===== config.mk =====
export PLATFORM = sky130hd
export DESIGN_NAME = agu_tile_stream_flat
export DESIGN_NICKNAME = d
export VERILOG_FILES = /design/src/rtl/agu_tile_stream_if.sv /design/src/rtl/agu_tile_stream.sv /design/src/flat_wrapper.sv
export SDC_FILE = /design/constraint.sdc
export NUM_CORES = 2
export LEC_CHECK = 0
export CAP_MARGIN = 40
export CORE_MARGIN = 8
export CORE_UTILIZATION = 30
export DETAILED_ROUTE_END_ITERATION = 10
export GPL_ROUTABILITY_DRIVEN = 0
export PLACE_DENSITY = 0.44
export SYNTH_ARGS = -nofsm -noshare
export SYNTH_HDL_FRONTEND = slang
export SYNTH_HIERARCHICAL = 1
export SYNTH_SLANG_ARGS = --single-unit
export TNS_END_PERCENT = 10

===== constraint.sdc =====
create_clock -name clk -period 35.3 [get_ports clk]
set_clock_uncertainty 0.1 [all_clocks]
set_input_delay 8.825 -clock clk [delete_from_list [all_inputs] [get_ports clk]]
set_output_delay 8.825 -clock clk [all_outputs]
set_load 0.05 [all_outputs]

===== src/rtl/agu_tile_stream_if.sv =====
// Output beat stream of the tile AGU.
//   master (AGU)     : drives out_valid/out_addr/out_null/out_id/out_last, samples out_ready
//   slave (consumer) : samples the beat, drives out_ready
// Lane l of out_addr occupies bits [l*ADDR_WIDTH +: ADDR_WIDTH].
interface agu_tile_stream_if #(
  parameter int LANES      = 4,
  parameter int ADDR_WIDTH = 32
);
  logic                             out_valid;
  logic                             out_ready;
  logic [LANES-1:0][ADDR_WIDTH-1:0] out_addr;
  logic [LANES-1:0]                 out_null;
  logic [1:0]                       out_id;
  logic                             out_last;

  modport master (output out_valid, out_addr, out_null, out_id, out_last, input out_ready);
  modport slave  (input out_valid, out_addr, out_null, out_id, out_last, output out_ready);
endinterface


===== src/rtl/agu_tile_stream.sv =====
// Lane-parallel GEMM tile address generator. Walks an M x K x N tiled matmul
// (i, j, k order, k innermost) and streams LANES addresses per beat for the
// A, B and C tiles through a small output FIFO.
//   clk, rst            : clock, async active-high reset
//   cfg_valid_i/ready_o : config handshake (dims, tile sizes, bases, elem shift)
//   tile_req_i          : start the next tile (only looked at in WAIT_TILE)
//   tile_done_o         : pulse when the tile's last beat pops
//   all_tiles_done_o    : level, high in DONE
//   busy_o              : high outside IDLE/DONE
//   out_if              : beat stream (master side)

// One address lane: null when the lane falls past the effective tile width.
module agu_tile_lane #(
  parameter int              AW        = 32,
  parameter int              IW        = 16,
  parameter int              LANE      = 0,
  parameter logic [AW-1:0]   NULL_ADDR = '1
) (
  input  logic [AW-1:0] base_i,
  input  logic [AW-1:0] idx0_i,
  input  logic [1:0]    shift_i,
  input  logic [IW-1:0] col_i,
  input  logic [IW-1:0] ecols_i,
  output logic [AW-1:0] addr_o,
  output logic          null_o
);
  logic [AW-1:0] idx;
  // one extra bit so col+LANE cannot wrap
  assign null_o = ({1'b0, col_i} + (IW+1)'(LANE)) >= {1'b0, ecols_i};
  assign idx    = idx0_i + AW'(LANE);
  assign addr_o = null_o ? NULL_ADDR : base_i + (idx << shift_i);
endmodule

module agu_tile_stream #(
  parameter int                    ADDR_WIDTH = 32,
  parameter int                    IDX_WIDTH  = 16,
  parameter int                    LANES      = 4,
  parameter int                    FIFO_DEPTH = 4,
  parameter logic [ADDR_WIDTH-1:0] NULL_ADDR  = '1
) (
  input  logic                  clk,
  input  logic                  rst,
  input  logic                  cfg_valid_i,
  output logic                  cfg_ready_o,
  input  logic [IDX_WIDTH-1:0]  mat_m_i, mat_k_i, mat_n_i,
  input  logic [IDX_WIDTH-1:0]  tm_i, tn_i, tk_i,
  input  logic [ADDR_WIDTH-1:0] base_a_i, base_b_i, base_c_i,
  input  logic [1:0]            elem_shift_i,
  input  logic                  tile_req_i,
  output logic                  tile_done_o,
  output logic                  all_tiles_done_o,
  output logic                  busy_o,
  agu_tile_stream_if.master     out_if
);
  localparam int AW = ADDR_WIDTH;
  localparam int IW = IDX_WIDTH;
  localparam int PW = (FIFO_DEPTH > 1) ? $clog2(FIFO_DEPTH) : 1;
  localparam int CW = $clog2(FIFO_DEPTH + 1);

  typedef enum logic [2:0] {S_IDLE, S_WAIT, S_GEN_A, S_GEN_B, S_GEN_C, S_TEND, S_DONE} state_e;

  typedef struct packed {
    logic [LANES-1:0][AW-1:0] addr;
    logic [LANES-1:0]         nul;
    logic [1:0]               id;
    logic                     last;
  } beat_t;

  state_e state_q, state_d;

  logic [IW-1:0] m_q, k_q, n_q, tm_q, tn_q, tk_q;
  logic [AW-1:0] ba_q, bb_q, bc_q;
  logic [1:0]    sh_q;
  // tile origins in elements, and row/col cursor inside the current operand
  logic [IW-1:0] mo_q, no_q, ko_q, r_q, c_q;

  logic          cfg_acc, zero_cfg, gen, push, pop, last_pop;
  logic          col_end, row_end, seg_end, last_k, last_n, last_m, beat_last;
  logic [IW-1:0] rem_m, rem_n, rem_k, etm, etn, etk;
  logic [IW-1:0] rows, ecols, row_base, col_base, stride;
  logic [AW-1:0] base, idx0;
  logic [1:0]    id;
  logic [LANES-1:0][AW-1:0] lane_addr;
  logic [LANES-1:0]         lane_null;

  assign cfg_acc  = cfg_valid_i & cfg_ready_o;
  assign zero_cfg = (mat_m_i == '0) | (mat_k_i == '0) | (mat_n_i == '0) |
                    (tm_i == '0) | (tn_i == '0) | (tk_i == '0);

  // remaining extent from the tile origin; a tile is the last along an axis
  // when the remainder fits in one tile (avoids origin+T overflow)
  assign rem_m  = m_q - mo_q;
  assign rem_n  = n_q - no_q;
  assign rem_k  = k_q - ko_q;
  assign etm    = (rem_m < tm_q) ? rem_m : tm_q;
  assign etn    = (rem_n < tn_q) ? rem_n : tn_q;
  assign etk    = (rem_k < tk_q) ? rem_k : tk_q;
  assign last_m = rem_m <= tm_q;
  assign last_n = rem_n <= tn_q;
  assign last_k = rem_k <= tk_q;

  // operand select
  always_comb begin
    rows = etm; ecols = etk; row_base = mo_q; col_base = ko_q; stride = k_q; base = ba_q; id = 2'b00;
    unique case (state_q)
      S_GEN_B: begin rows = etk; ecols = etn; row_base = ko_q; col_base = no_q;
                     stride = n_q; base = bb_q; id = 2'b01; end
      S_GEN_C: begin rows = etm; ecols = etn; row_base = mo_q; col_base = no_q;
                     stride = n_q; base = bc_q; id = 2'b10; end
      default: ;
    endcase
  end

  assign idx0 = (AW'(row_base) + AW'(r_q)) * AW'(stride) + AW'(col_base) + AW'(c_q);

  for (genvar l = 0; l < LANES; l++) begin : g_lane
    agu_tile_lane #(.AW(AW), .IW(IW), .LANE(l), .NULL_ADDR(NULL_ADDR)) u_lane (
      .base_i(base), .idx0_i(idx0), .shift_i(sh_q), .col_i(c_q), .ecols_i(ecols),
      .addr_o(lane_addr[l]), .null_o(lane_null[l]));
  end

  // ---------------- output FIFO ----------------
  beat_t         fifo_q [FIFO_DEPTH];
  beat_t         head, beat_in;
  logic [PW-1:0] wp_q, rp_q;
  logic [CW-1:0] cnt_q;

  assign gen       = (state_q == S_GEN_A) | (state_q == S_GEN_B) | (state_q == S_GEN_C);
  // full stalls the push even if the head pops this cycle
  assign push      = gen & (cnt_q < CW'(FIFO_DEPTH));
  assign col_end   = ({1'b0, c_q} + (IW+1)'(LANES)) >= {1'b0, ecols};
  assign row_end   = r_q == (rows - IW'(1));
  assign seg_end   = col_end & row_end;
  assign beat_last = seg_end & (((state_q == S_GEN_B) & ~last_k) | (state_q == S_GEN_C));
  assign beat_in   = '{addr: lane_addr, nul: lane_null, id: id, last: beat_last};

  assign out_if.out_valid = (cnt_q != '0);
  assign head             = out_if.out_valid ? fifo_q[rp_q] : '0;
  assign out_if.out_addr  = head.addr;
  assign out_if.out_null  = head.nul;
  assign out_if.out_id    = head.id;
  assign out_if.out_last  = head.last;
  assign pop              = out_if.out_valid & out_if.out_ready;
  assign last_pop         = pop & head.last;

  always_ff @(posedge clk) if (push) fifo_q[wp_q] <= beat_in;

  always_ff @(posedge clk or posedge rst) begin
    if (rst) begin
      wp_q <= '0; rp_q <= '0; cnt_q <= '0;
    end else begin
      if (push) wp_q <= (wp_q == PW'(FIFO_DEPTH-1)) ? '0 : wp_q + PW'(1);
      if (pop)  rp_q <= (rp_q == PW'(FIFO_DEPTH-1)) ? '0 : rp_q + PW'(1);
      cnt_q <= cnt_q + CW'(push) - CW'(pop);
    end
  end

  // ---------------- FSM ----------------
  always_ff @(posedge clk or posedge rst) begin
    if (rst) state_q <= S_IDLE;
    else     state_q <= state_d;
  end

  always_comb begin
    state_d = state_q;
    unique case (state_q)
      S_IDLE, S_DONE: if (cfg_acc) state_d = zero_cfg ? S_DONE : S_WAIT;
      S_WAIT:  if (tile_req_i)      state_d = S_GEN_A;
      S_GEN_A: if (push & seg_end)  state_d = S_GEN_B;
      S_GEN_B: if (push & seg_end)  state_d = last_k ? S_GEN_C : S_TEND;
      S_GEN_C: if (push & seg_end)  state_d = S_TEND;
      S_TEND:  if (last_pop)        state_d = (last_m & last_n & last_k) ? S_DONE : S_WAIT;
      default: state_d = S_IDLE;
    endcase
  end

  always_comb begin
    cfg_ready_o = 1'b0; busy_o = 1'b0; all_tiles_done_o = 1'b0; tile_done_o = 1'b0;
    unique case (state_q)
      S_IDLE:  cfg_ready_o = 1'b1;
      S_DONE:  begin cfg_ready_o = 1'b1; all_tiles_done_o = 1'b1; end
      S_TEND:  begin busy_o = 1'b1; tile_done_o = last_pop; end
      default: busy_o = 1'b1;
    endcase
  end

  // ---------------- config, tile origins, cursor ----------------
  always_ff @(posedge clk or posedge rst) begin
    if (rst) begin
      m_q <= '0; k_q <= '0; n_q <= '0; tm_q <= '0; tn_q <= '0; tk_q <= '0;
      ba_q <= '0; bb_q <= '0; bc_q <= '0; sh_q <= '0;
      mo_q <= '0; no_q <= '0; ko_q <= '0; r_q <= '0; c_q <= '0;
    end else begin
      if (cfg_acc) begin
        m_q <= mat_m_i; k_q <= mat_k_i; n_q <= mat_n_i;
        tm_q <= tm_i; tn_q <= tn_i; tk_q <= tk_i;
        ba_q <= base_a_i; bb_q <= base_b_i; bc_q <= base_c_i; sh_q <= elem_shift_i;
        mo_q <= '0; no_q <= '0; ko_q <= '0; r_q <= '0; c_q <= '0;
      end
      if (push) begin
        if (col_end) begin
          c_q <= '0;
          r_q <= row_end ? '0 : r_q + IW'(1);
        end else begin
          c_q <= c_q + IW'(LANES);
        end
      end
      // k innermost, then j, then i
      if ((state_q == S_TEND) && last_pop) begin
        if (!last_k) ko_q <= ko_q + tk_q;
        else begin
          ko_q <= '0;
          if (!last_n) no_q <= no_q + tn_q;
          else begin
            no_q <= '0;
            if (!last_m) mo_q <= mo_q + tm_q;
          end
        end
      end
    end
  end
endmodule


===== src/flat_wrapper.sv =====
// flat-port wrapper written by rule: the top's interface ports become plain ports
module agu_tile_stream_flat 
#(
  parameter int                    ADDR_WIDTH = 32,
  parameter int                    IDX_WIDTH  = 16,
  parameter int                    LANES      = 4,
  parameter int                    FIFO_DEPTH = 4,
  parameter logic [ADDR_WIDTH-1:0] NULL_ADDR  = '1
)
  (clk, rst, cfg_valid_i, cfg_ready_o, mat_m_i, mat_k_i, mat_n_i, tm_i, tn_i, tk_i, base_a_i, base_b_i, base_c_i, elem_shift_i, tile_req_i, tile_done_o, all_tiles_done_o, busy_o, out_if_out_valid, out_if_out_addr, out_if_out_null, out_if_out_id, out_if_out_last, out_if_out_ready);
  agu_tile_stream_if #(.LANES(LANES), .ADDR_WIDTH(ADDR_WIDTH)) out_if_i ();
  input  logic clk;
  input  logic rst;
  input  logic cfg_valid_i;
  output logic cfg_ready_o;
  input  logic [IDX_WIDTH-1:0] mat_m_i;
  input  logic [IDX_WIDTH-1:0] mat_k_i;
  input  logic [IDX_WIDTH-1:0] mat_n_i;
  input  logic [IDX_WIDTH-1:0] tm_i;
  input  logic [IDX_WIDTH-1:0] tn_i;
  input  logic [IDX_WIDTH-1:0] tk_i;
  input  logic [ADDR_WIDTH-1:0] base_a_i;
  input  logic [ADDR_WIDTH-1:0] base_b_i;
  input  logic [ADDR_WIDTH-1:0] base_c_i;
  input  logic [1:0] elem_shift_i;
  input  logic tile_req_i;
  output logic tile_done_o;
  output logic all_tiles_done_o;
  output logic busy_o;
  output wire logic [$bits(out_if_i.out_valid)-1:0] out_if_out_valid;
  output wire logic [$bits(out_if_i.out_addr)-1:0] out_if_out_addr;
  output wire logic [$bits(out_if_i.out_null)-1:0] out_if_out_null;
  output wire logic [$bits(out_if_i.out_id)-1:0] out_if_out_id;
  output wire logic [$bits(out_if_i.out_last)-1:0] out_if_out_last;
  input wire logic [$bits(out_if_i.out_ready)-1:0] out_if_out_ready;
  assign out_if_out_valid = out_if_i.out_valid;
  assign out_if_out_addr = out_if_i.out_addr;
  assign out_if_out_null = out_if_i.out_null;
  assign out_if_out_id = out_if_i.out_id;
  assign out_if_out_last = out_if_i.out_last;
  assign out_if_i.out_ready = out_if_out_ready;
  agu_tile_stream #(.ADDR_WIDTH(ADDR_WIDTH), .IDX_WIDTH(IDX_WIDTH), .LANES(LANES), .FIFO_DEPTH(FIFO_DEPTH), .NULL_ADDR(NULL_ADDR)) u_core (.clk(clk), .rst(rst), .cfg_valid_i(cfg_valid_i), .cfg_ready_o(cfg_ready_o), .mat_m_i(mat_m_i), .mat_k_i(mat_k_i), .mat_n_i(mat_n_i), .tm_i(tm_i), .tn_i(tn_i), .tk_i(tk_i), .base_a_i(base_a_i), .base_b_i(base_b_i), .base_c_i(base_c_i), .elem_shift_i(elem_shift_i), .tile_req_i(tile_req_i), .tile_done_o(tile_done_o), .all_tiles_done_o(all_tiles_done_o), .busy_o(busy_o), .out_if(out_if_i));
endmodule

# Word-level counts from Yosys, hierarchy flattened
# Memories as Yosys holds them, arrays and structs flattened.
# Cells that the tools add are included.
[word_totals] wordCells=163 mem_count=1 register_bits=284 out_inout_bits=140 ram_bits=540
[memory_table] name="u_core.fifo_q" words=4 width=135 rd=1 rd_clocked_by_memory_dff=0 write_ports=1 line="agu_tile_stream.sv:123" rtl="beat_t fifo_q [FIFO_DEPTH];"
[op_classes] n_lt_le_gt_ge=12 n_shift=4 n_eq_ne=15 mux=51 add_sub_neg=27 bitwise_logic=19 n_mul=1 n_reduce_logical=14
[op_table] op="2-to-1 mux 16 bit" n=26
[op_table] op="2-to-1 mux 135 bit" n=1
[op_table] op="adder 32 bit" n=4
[op_table] op="2-to-1 mux 32 bit" n=4
[op_table] op="<< shifter 32 x 2 -> 32 bit" n=4
[op_table] op="zero test 16 bit" n=6
[op_table] op=">= comparator 17 x 16 -> 1 bit" n=4
[op_table] op="adder 32 x 16 -> 32 bit" n=2
[op_table] op="adder 32 x 2 -> 32 bit, second input constant" n=2
[op_table] op="case mux 32 bit (2 select lines)" n=1
[op_table] op="adder 16 bit" n=3
[op_table] op="less-or-equal comparator 16 bit" n=3
[op_table] op="< comparator 16 bit" n=3
[op_table] op="subtractor 16 bit" n=3
[op_table] op="adder 16 x 2 -> 17 bit, second input constant" n=2
[op_table] op="adder 32 x 1 -> 32 bit, second input constant" n=1
[op_table] op="multiplier 32 x 16 -> 32 bit" n=1
[op_table] op="2-to-1 mux 3 bit" n=8
[op_table] op="case mux 3 bit (6 select lines)" n=1
[op_table] op="adder 16 x 1 -> 17 bit, second input constant" n=1
[op_table] op="adder 16 x 16 -> 17 bit" n=1
[op_table] op="adder 16 x 3 -> 17 bit, second input constant" n=1
[op_table] op="adder 16 x 1 -> 16 bit, second input constant" n=1
[op_table] op="adder 16 x 3 -> 16 bit, second input constant" n=1
[op_table] op="other kinds (25)" n=59

# Depth between registers and ports, before layout
[depth] ltp_word=10 depth_mapped=63 depth_no_buf=58

# Hierarchy
# Netlist, hierarchy kept.
[modules_own_cells] module="agu_tile_stream" n_inst=1 seq_area_each_um2=23272.3 area_per_inst_um2=50362.1 cells_each=4579
[modules_own_cells] module="agu_tile_lane at u_core.g_lane[3].u_lane" n_inst=1 seq_area_each_um2=0.0 area_per_inst_um2=4339.2 cells_each=663
[modules_own_cells] module="agu_tile_lane at u_core.g_lane[2].u_lane" n_inst=1 seq_area_each_um2=0.0 area_per_inst_um2=4202.8 cells_each=642
[modules_own_cells] module="agu_tile_lane at u_core.g_lane[1].u_lane" n_inst=1 seq_area_each_um2=0.0 area_per_inst_um2=4171.5 cells_each=633
[modules_own_cells] module="agu_tile_lane at u_core.g_lane[0].u_lane" n_inst=1 seq_area_each_um2=0.0 area_per_inst_um2=3164.3 cells_each=401

# Least setup slack after synthesis
# OpenSTA, ideal clock, no wires.
[synth_path] path_type="input -> output" from="in out_if_out_ready" to="out tile_done_o" arrival_time_ns=9.649 setup_slack_ns=16.726 required_ns=26.375 path_buffers=1 stages=3 cell_sequence="and3_1 -> and3_1 -> clkbuf_1"
[synth_via] elab_chain_cells=3
[synth_rtl] item="from (decl)" line="flat_wrapper.sv:35" rtl="input wire logic [$bits(out_if_i.out_ready)-1:0] out_if_out_ready;"
[synth_rtl] item="AND 1 bit" line="agu_tile_stream.sv:143" rtl="assign pop = out_if.out_valid & out_if.out_ready;"
[synth_rtl] item="AND 1 bit" line="agu_tile_stream.sv:144" rtl="assign last_pop = pop & head.last;"
[synth_rtl] item="2-to-1 mux 1 bit" line="agu_tile_stream.sv:179" rtl="unique case (state_q)"
[synth_rtl] item="to (decl)" line="flat_wrapper.sv:27" rtl="output logic tile_done_o;"
# Every way passes these cells.

# Worst setup path in the final report
# Same ends and word-level chain as after synthesis.

==> results.ini <==
[global_routing]
antenna_found_initial = 6
grt_first_pass_wirelength_um = 337000
grt_pass1_vias = 53200
gr-usage-all-layers_pct = 18.4
grt.overflow.total = 0
grt_max_degree = 124

[pwr]
p_sw_uw = 4260
comb_power_share_pct = 66.7
powerDensity_nw_per_um2 = 109
power_uw = 8360
ir_drop_v = 0.0000655
seqPwrFrac_pct = 21.4
netSwitchingFraction_pct = 50.9
p_clk_share_pct = 12.0
cellInternalPower_uw = 4100
leakage_uw = 0.0327

[floorplan]
start_util_pct = 30.2
die_h_um = 486
die_w_um = 486
io_pins = 339
rows = 172
dieArea_um2 = 236000
core_um2 = 220000

[drt]
ant_nets = 0
wire_per_inst_um = 21.9
drc = 0
drt_wl_total_um = 223000
vias_per_cell = 5.16
first_pass_iters = 5
num_vias = 52600
drtIter0Drc = 3678

[synthesis]
yosysUniqueCellTypes = 119
synth_edf_count = 540
syn-cell-area_um2 = 66200
ys_seq_elements = 822
yosys_most_used_dff = edfxtp_1
synthCells = 6918
async_reset_ff_share_pct = 34.3
yosysMostFrequentCell = nand2_1
yosys.area.top_type = edfxtp_1
ys_top_cells_by_area = edfxtp_1 (24%), dfrtp_1 (11%), ha_1 (9.3%)
synth-seq-area-share_pct = 35.1
synthTopCellsByCount = nand2_1 (1180), inv_1 (605), edfxtp_1 (540), ha_1 (492), nor2_1 (394)
ys_warn_count = 6
syn_avg_cell_area_um2 = 9.57
synth_top_area_share_pct = 24.5

[cts]
htreeDepth = 3
cts_tree = done
ctsHoldBuffers = 0
cts_setup_buffers = 0
clock-sinks = 822
cts_resized = 0
root_buffer = clkbuf_16
clockBufferDepth = 3
clk_pin_slew_ns = 0.06
cts-buffers-inserted = 97
insertion_delay_ns = 0.78

[worst_setup_path]
cp-end-kind = output pin
crit_slowest_cell = clkdlybuf4s50_1
cp.arrival_ns = 11.14
critPathMaxFanout = 6
crit_chain = clkdlybuf4s50_1 -> and3_1 -> and3_1 -> clkdlybuf4s50_1
crit_path_max_incr_delay_ns = 0.91
critPathRequiredTime_ns = 26.38
path_class = input port to output pin
worst_setup_path_start_kind = input port

[sta]
drv_slew = 0
fin_setup_tns_ns = 0
setup_viol = 0
max_slew.worst_pin.slew_ns = 0.976
finalCriticalPeriod_ns = 20.06
max_freq_ghz = 0.0498
finalHoldViolCount = 0
slew_headroom_pct = 34.7
rsz0062_at_grt = no
fin_crit_sh_pct = 56.8

[place]
dpl.hpwl_um = 171000
numPortBuffers = 338

[finish]
final_nets = 8171
drive_above_1_share_pct = 8.06
fin_util_pct = 35.0
syn2layout_area_growth_pct = 16.0

[min_path]
min_path_type = flop to flop

[status]
status = complete, no violations

[job]
max-cap-violations = 0

[cells in the final DEF (no fill, tap or decap), types with 64 or more instances in the layout]
cell type / count
o21ai_0: 350
xor2_1: 114
inv_1: 603
nand2_1: 1178
nor2_1: 390
buf_4: 111
clkbuf_16: 97
clkdlybuf4s50_1: 338
dfrtp_1: 278
nor3_1: 99
and3_1: 64
mux4_2: 163
fa_1: 249
and2_1: 215
mux2i_1: 124
nand3_1: 161
ha_1: 492
a21oi_1: 341
a21o_1: 124
xnor2_1: 184
edfxtp_1: 540
[layer usage]
metal  global-route usage (%)  part of all wire [%]  vias up
met5                        0                     0        -
met4                     4.88                   2.6        0
met3                     2.10                   3.9      225
met2                     31.3                    47     1146
met1                     25.0                    46    26200
li1                         -                     -    25000
[cells by family after synthesis]
kind of cell | Yosys count | synth area share [%]
other | 1 | 0.00566
and+or+nand+nor | 2457 | 17.2
adders and majority gates | 741 | 16.8
xor gates and xnor gates | 314 | 4.19
AOI/OAI and AO/OA | 1357 | 13.2
buffers and inverters | 893 | 5.20
DFF | 822 | 35.1
muxes | 333 | 8.23
[area by class of cell]
cell class                 count  area [um2]
tap                         2871        3590
inverter                     607        2290
clock buffer                 137        2690
sequential                   822       23300
clock inverter                37         457
multi-input combinational   5225       39800
fill                       22400      143000
timing repair buffer         478        4740
antenna                        6        15.0
[per-stage QoR]
step	instances	hold slack, ns	area (um2)	setup slack [ns]
after floorplan	6940	0.346	66300	16.73
after global placement	9965	0.358	73100	15.20
after detailed placement	10000	0.362	73700	15.20
after CTS	10200	0.377	76800	15.19
after global routing	10200	0.390	76900	15.16
final	10200	0.374	76900	15.24
[sequential cells by signal (all words and copies together) (netlist names)]
signal	count
u_core/sh_q	2
u_core/rp_q	2
u_core/n_q	16
u_core/bc_q	32
u_core/c_q	14
u_core/m_q	16
u_core/no_q	16
u_core/r_q	16
u_core/cnt_q	3
u_core/tk_q	16
u_core/wp_q	2
u_core/state_q	3
u_core/mo_q	16
u_core/ba_q	32
u_core/tn_q	16
u_core/ko_q	16
u_core/fifo_q	540
u_core/k_q	16
u_core/bb_q	32
u_core/tm_q	16
[path summary, 6_finish.rpt]
check                                         startpoint                        endpoint  slack [ns]  depth (start not counted)
setup / recovery                        out_if_out_ready                     tile_done_o       15.24                          4
hold reg to reg              u_core/ba_q[19]$_DFFE_PP0P_     u_core/ba_q[19]$_DFFE_PP0P_        0.37                          2
min in group asynchronous                            rst       u_core/m_q[0]$_DFFE_PP0P_        8.33                          2
setup reg to reg           u_core/state_q[1]$_DFFE_PP0P_  u_core/fifo_q[3][70]$_DFFE_PP_       20.37                         54
max in group asynchronous                            rst      u_core/k_q[10]$_DFFE_PP0P_       25.26                          4
hold / removal               u_core/ba_q[19]$_DFFE_PP0P_     u_core/ba_q[19]$_DFFE_PP0P_        0.37                          2
[critical path, delay by kind of cell]
kind | cells | cell delay, ns
simple gates | 2 | 0.86
buf+inv | 2 | 1.44
[power groups by stage]
stage	logic [uW]	clock network, uW	registers (uW)
after floorplan	3790	0	1710
after global placement	5480	0	1800
after detailed placement	5600	0	1810
after CTS	5620	1030	1790
after global routing	6130	1070	1820
final	5580	1000	1790
(Power assumes the default switching activity.)
